$ cat src/rtl/fetch_pkg.sv
// Shared pipeline types for the fetch stage: buffered entry layout, reset PC
// and instruction-bus field widths.
package fetch_pkg;

    typedef logic [63:0] u64;
    typedef logic [31:0] u32;

    localparam int IBUS_ADDR_W = 64;
    localparam int IBUS_DATA_W = 32;

    localparam u64 PCINIT = 64'h0000_0000_8000_0000;

    typedef struct packed {
        u64 pc;
        u32 instr;
    } fetch_entry_t;

    // Sequential fetch address; wraps modulo 2^64.
    function automatic u64 pc_next(input u64 pc);
        return pc + 64'd4;
    endfunction

endpackage

$ cat src/rtl/fetch_buffer.sv
// Small shift-style FIFO holding fetched {pc, instr} pairs for decode, plus a
// checker module that flags any push into a full buffer without a pop.
module fetch_buffer_checker #(
    parameter int DEPTH = 1,
    parameter int CNT_W = 1
) (
    input logic             clk,
    input logic             reset,
    input logic             push,
    input logic             pop,
    input logic             flush,
    input logic [CNT_W-1:0] count
);

    overflow_a: assert property (@(posedge clk) disable iff (reset)
        !(push && !pop && !flush && (count == CNT_W'(DEPTH))));

endmodule

module fetch_buffer import fetch_pkg::*; #(
    parameter int DEPTH = 1,
    parameter int CNT_W = $clog2(DEPTH + 1)
) (
    input  logic             clk,
    input  logic             reset,
    input  logic             push,
    input  fetch_entry_t     entry_in,
    input  logic             pop,
    input  logic             flush,
    output logic [CNT_W-1:0] count,
    output fetch_entry_t     head
);

    fetch_entry_t     mem_r   [DEPTH];
    fetch_entry_t     shift_s [DEPTH];
    fetch_entry_t     next_s  [DEPTH];
    logic [CNT_W-1:0] count_r;
    logic [CNT_W-1:0] wr_idx_s;
    logic             pop_s;

    // Next storage image: shift toward the head on pop, then write the tail slot.
    always_comb begin
        pop_s    = pop && (count_r != {CNT_W{1'b0}});
        wr_idx_s = count_r - CNT_W'(pop_s);
        for (int i = 0; i < DEPTH; i++) begin
            shift_s[i] = mem_r[i];
        end
        for (int i = 0; i < DEPTH - 1; i++) begin
            shift_s[i] = pop_s ? mem_r[i + 1] : mem_r[i];
        end
        for (int i = 0; i < DEPTH; i++) begin
            next_s[i] = (push && (int'(wr_idx_s) == i)) ? entry_in : shift_s[i];
        end
    end

    // Storage and occupancy; flush empties the buffer without touching storage.
    always_ff @(posedge clk or posedge reset) begin
        if (reset) begin
            for (int i = 0; i < DEPTH; i++) begin
                mem_r[i] <= {$bits(fetch_entry_t){1'b0}};
            end
            count_r <= {CNT_W{1'b0}};
        end else if (flush) begin
            count_r <= {CNT_W{1'b0}};
        end else begin
            for (int i = 0; i < DEPTH; i++) begin
                mem_r[i] <= next_s[i];
            end
            count_r <= count_r + CNT_W'(push) - CNT_W'(pop_s);
        end
    end

    assign count = count_r;
    assign head  = mem_r[0];

    fetch_buffer_checker #(.DEPTH(DEPTH), .CNT_W(CNT_W)) u_chk (
        .clk   (clk),
        .reset (reset),
        .push  (push),
        .pop   (pop_s),
        .flush (flush),
        .count (count_r)
    );

endmodule

$ cat src/rtl/fetch.sv
// RV64 instruction-fetch stage: one outstanding bus read, buffered words to
// decode, redirect with drop of in-flight data. FETCH_PREFETCH_EN selects DEPTH=2.
module fetch import fetch_pkg::*; #(
    parameter logic [IBUS_ADDR_W-1:0] PC_INIT = PCINIT
) (
    input  logic                   clk,
    input  logic                   reset,
    output logic                   ireq_valid,
    output logic [IBUS_ADDR_W-1:0] ireq_addr,
    input  logic                   iresp_data_ok,
    input  logic [IBUS_DATA_W-1:0] iresp_data,
    input  logic                   redirect_valid,
    input  logic [IBUS_ADDR_W-1:0] redirect_pc,
    output logic                   out_valid,
    input  logic                   out_ready,
    output logic [63:0]            out_pc,
    output logic [31:0]            out_instr
);

`ifdef FETCH_PREFETCH_EN
    localparam int DEPTH = 2;
`else
    localparam int DEPTH = 1;
`endif
    localparam int CNT_W = $clog2(DEPTH + 1);

    logic [IBUS_ADDR_W-1:0] fpc_r;
    logic [IBUS_ADDR_W-1:0] addr_r;
    logic                   inflight_r;
    logic                   drop_r;

    logic [CNT_W-1:0]       count_s;
    fetch_entry_t           head_s;
    fetch_entry_t           push_entry_s;
    logic                   pop_s;
    logic                   done_s;
    logic                   push_s;
    logic                   bus_free_s;
    logic                   room_s;
    logic [IBUS_ADDR_W-1:0] fpc_adv_s;

    // Completion, push and issue qualification; room is judged after this cycle's pop and push.
    always_comb begin
        pop_s        = (count_s != {CNT_W{1'b0}}) && out_ready;
        done_s       = inflight_r && iresp_data_ok;
        push_s       = done_s && !drop_r && !redirect_valid;
        bus_free_s   = !inflight_r || iresp_data_ok;
        fpc_adv_s    = push_s ? pc_next(addr_r) : fpc_r;
        room_s       = (int'(count_s) + int'(push_s) - int'(pop_s) + 1) <= DEPTH;
        push_entry_s = '{pc: addr_r, instr: iresp_data};
    end

    // Fetch PC and bus request state; the address is frozen while a request is outstanding.
    always_ff @(posedge clk or posedge reset) begin
        if (reset) begin
            fpc_r      <= PC_INIT;
            addr_r     <= PC_INIT;
            inflight_r <= 1'b0;
            drop_r     <= 1'b0;
        end else if (redirect_valid) begin
            fpc_r <= redirect_pc;
            if (bus_free_s) begin
                inflight_r <= 1'b1;
                addr_r     <= redirect_pc;
                drop_r     <= 1'b0;
            end else begin
                drop_r <= 1'b1;
            end
        end else if (bus_free_s && room_s) begin
            inflight_r <= 1'b1;
            addr_r     <= fpc_adv_s;
            fpc_r      <= fpc_adv_s;
            drop_r     <= 1'b0;
        end else begin
            inflight_r <= inflight_r && !iresp_data_ok;
            fpc_r      <= fpc_adv_s;
            drop_r     <= drop_r && !iresp_data_ok;
        end
    end

    fetch_buffer #(.DEPTH(DEPTH), .CNT_W(CNT_W)) u_buf (
        .clk      (clk),
        .reset    (reset),
        .push     (push_s),
        .entry_in (push_entry_s),
        .pop      (pop_s),
        .flush    (redirect_valid),
        .count    (count_s),
        .head     (head_s)
    );

    assign ireq_valid = inflight_r;
    assign ireq_addr  = addr_r;
    assign out_valid  = (count_s != {CNT_W{1'b0}});
    assign out_pc     = head_s.pc;
    assign out_instr  = head_s.instr;

endmodule

$ cat config.mk
export PLATFORM = sky130hd
export DESIGN_NAME = fetch
export DESIGN_NICKNAME = d
export VERILOG_FILES = /design/src/rtl/fetch_pkg.sv /design/src/rtl/fetch_buffer.sv /design/src/rtl/fetch.sv
export SDC_FILE = /design/constraint.sdc
export NUM_CORES = 1
export LEC_CHECK = 0
export ABC_AREA = 1
export BUFFER_PORTS_ARGS = -buffer_cell sky130_fd_sc_hd__buf_4
export CAP_MARGIN = 20
export CELL_PAD_IN_SITES_DETAIL_PLACEMENT = 0
export CELL_PAD_IN_SITES_GLOBAL_PLACEMENT = 1
export CORE_MARGIN = 2
export CORE_UTILIZATION = 30
export DETAILED_ROUTE_END_ITERATION = 6
export PLACE_DENSITY = 0.7
export SYNTH_ARGS = -nofsm -noshare
export SYNTH_HDL_FRONTEND = slang
export SYNTH_SLANG_ARGS = --single-unit
$ cat constraint.sdc
create_clock -name clk -period 10.18 [get_ports clk]
set_clock_uncertainty 0.15 [all_clocks]
set_input_delay 2.036 -clock clk [delete_from_list [all_inputs] [get_ports clk]]
set_output_delay 2.036 -clock clk [all_outputs]
set_load 0.05 [all_outputs]
==> results.txt <==
Sinks on Clock Net: 227
Die Y: 197 um
pwr/cell area: 244 nW/um^2
cell row count: 70
largest net degree at the start of global routing: 88
Num CTS Buffers: 27
Mapped Cells: 1442
1st-pass router iterations: 5
Syn Std Cell Area: 11200 sq um
Hold Path Cell Cnt: 2
Setup TNS: 0 ps
Layout Area Growth over Synthesis: 29.7%
metal3 WL: 2.43 mm
IO Pins: 263
CTS hold repair buffers: 0
initial antenna violation count: 0
root buf cell: clkbuf_16
Hold Path Class: reg -> reg
top sig layer: met4
clk slew on worst S/H paths: 60 ps
CP startpoint: redirect_valid
Critical Path Sink Type: register
DP Area: 13500 sq um
die footprint: 38700 sq um
post-synthesis mux area share: 4.34%
clk_lat worst skew: 560 ps
Remaining Overflow, GRT: 0
placed cells: 2128
setup slack, reg-to-reg: 6320 ps
total track usage: 20.7%
Syn Area/Cell: 7.74 sq um
share of cells above drive strength 1: 22.0%
Yosys top cell by area: dfrtp_1
CTS resizes: 0
max-cap violations: 0
Routed Antenna Nets: 0
Synth cell types: 31
met2 wire len: 18.2 mm
fin util: 39.5%
Reg2Reg Depth: 9
leak pwr: 7.31 nW
CTS tree: yes
post-route cell area: 14500 sq um
Max Fclk: 183 MHz
Synth Area in XOR/XNOR: 0.864%
first-pass GRT wire length: 61.2 mm
FF+latch count, synth: 227
max-slew violation count: 0
placer congestion estimate: 0.890
Die X: 197 um
post-synth top area share: 50.5%
Synth area leaders: dfrtp_1 (50%), nand2_1 (20%), nand3_1 (4.7%)
Setup Fix Bufs, Post-CTS: 0
largest family of logic cells by synthesized area: simple AND/OR/NAND/NOR gates
Clock Tree Buf Depth: 3
post-route insts no fill: 2178
CP startpoint kind: input port
Avg WL per Cell: 18.3 um
reg-to-reg critical path startpoint: drop_r
hold slack final: 323 ps
worst reg2reg endpoint: ireq_addr[1]
final setup violation count: 0
core area: 36600 sq um
compound-gate portion of the synthesized area: 6.16%
Layout Nets: 1795
register area share after synthesis: 50.9%
vias after detailed routing: 10198
Peak supply drop: 0.118 mV
met1 WL: 18.6 mm
final WL: 40.0 mm
CP arrival: 5730 ps
drt initial violations: 700
Final Hold Violating Endpoints: 0
ys flop type: dfrtp_1
number of global-route vias before repair: 10151
simple-gate share of the synthesized area: 31.0%
Async SR Flop Fraction: 100%
CP endpoint: ireq_addr[1]
status: finished, final reports clean
crit-path max FO: 70
post-DP HPWL: 29.6 mm
Crit Path Category: in -> reg
Slew @ Worst Pin: 990 ps
fraction of the mapped netlist area in adder cells: 0.449%
routed vias/inst: 4.68
Slew HR: 33.9%
Tmin final: 5450 ps
number of synthesized flops with an enable pin: 0
DRC: 0
Worst EP required: 10460 ps
Period Utilization, post-route: 53.5%
Ys Warns: 0
RSZ-0062 raised after global routing: no
Initial Util: 30.5%
H-tree levels: 1
ant diodes: 0
I/O Buffers: 262
[state kept, by name, summed over array words and instances, names as in the netlist]
| signal | flops |
|---|---|
| u_buf.count | 1 |
| drop_r | 1 |
| u_buf.head | 96 |
| ireq_valid | 1 |
| fpc_r | 64 |
| ireq_addr | 64 |
[cells in the final DEF (no fill, tap or decap)]
cell,instances
bufinv_16,2
buf_4,269
nand2_4,1
o21bai_1,5
mux2_2,43
o2111ai_1,1
ha_1,4
nand4_1,7
o311ai_0,1
nand2_2,2
dfstp_2,2
inv_2,3
and3_1,1
nor2_1,137
clkinv_2,2
nor3_1,5
o211ai_2,1
conb_1,2
clkbuf_16,27
clkinv_1,1
inv_16,1
nand2_1,595
dfrtp_1,225
xor2_1,11
buf_16,1
clkbuf_1,7
inv_8,1
o211ai_1,7
nand3_2,2
o21ai_0,89
inv_1,113
a21oi_1,12
clkbuf_8,8
nor2_4,3
nand3_1,104
clkinvlp_4,2
a22o_1,7
nor2_2,6
[kinds of logic after synthesis]
kind of cell	Yosys count
XOR/XNOR	11
adder cells (fa/ha/maj)	4
AND/OR/NAND/NOR	863
buffers and inverters	170
other	1
flip-flops	227
multiplexers	43
AO/OA/AOI/OAI	123
[worst max-delay path: stages]
cell and delay [ps]:
buf_4 350, nor2_2 210, nand3_2 90, inv_2 720
nand2_4 640, nand3_1 320, o211ai_2 140, nand2_2 510
buf_4 520, o21ai_0 130
[power by group]
group	internal, mW	switching [mW]
Combinational	0.364	0.891
Sequential	1.09	0.182
Clock	0.598	0.396
[how the worst min path moves through the flow]
stage | end | from | slack, ps
6_report | fpc_r[1] | fpc_r[1] | 320
5_1_grt | fpc_r[4] | fpc_r[4] | 360
4_1_cts | fpc_r[1] | fpc_r[1] | 320
3_5_place_dp | fpc_r[1] | fpc_r[1] | 310
3_3_place_gp | fpc_r[0] | fpc_r[0] | 310
2_1_floorplan | fpc_r[0] | fpc_r[0] | 290
[layout make-up]
type                    count  area [sq um]
clock buffers              42           812
clock inverters             7           105
fillers                  3843         22100
inverters                 118           450
multi-input cells        1046          4780
flip-flops and latches    227          5680
well taps                 468           586
repair buffers            270          2050
[routing by layer]
metal	vias up	GRT usage [%]
met5	-	0
li1	5053	-
met2	288	32.9
met1	4813	29.3
met3	44	3.88
met4	0	4.29
[cells in the mapped netlist (11+ instances only)]
cell      instances
a21oi_1          12
buf_2            21
clkbuf_1         25
dfrtp_1         225
inv_1           114
mux2_2           43
nand2_1         595
nand3_1         104
nor2_1          137
o21ai_0          89
xor2_1           11
[through the flow]
step                      worst slack [ps]  power, mW
after floorplan                       1780       2.09
after global placement                4130       2.54
after detailed placement              3980       2.56
after CTS                             4570       3.57
after global routing                  4220       3.70
final                                 4730       3.52
Power figures use the tool's default switching activity.
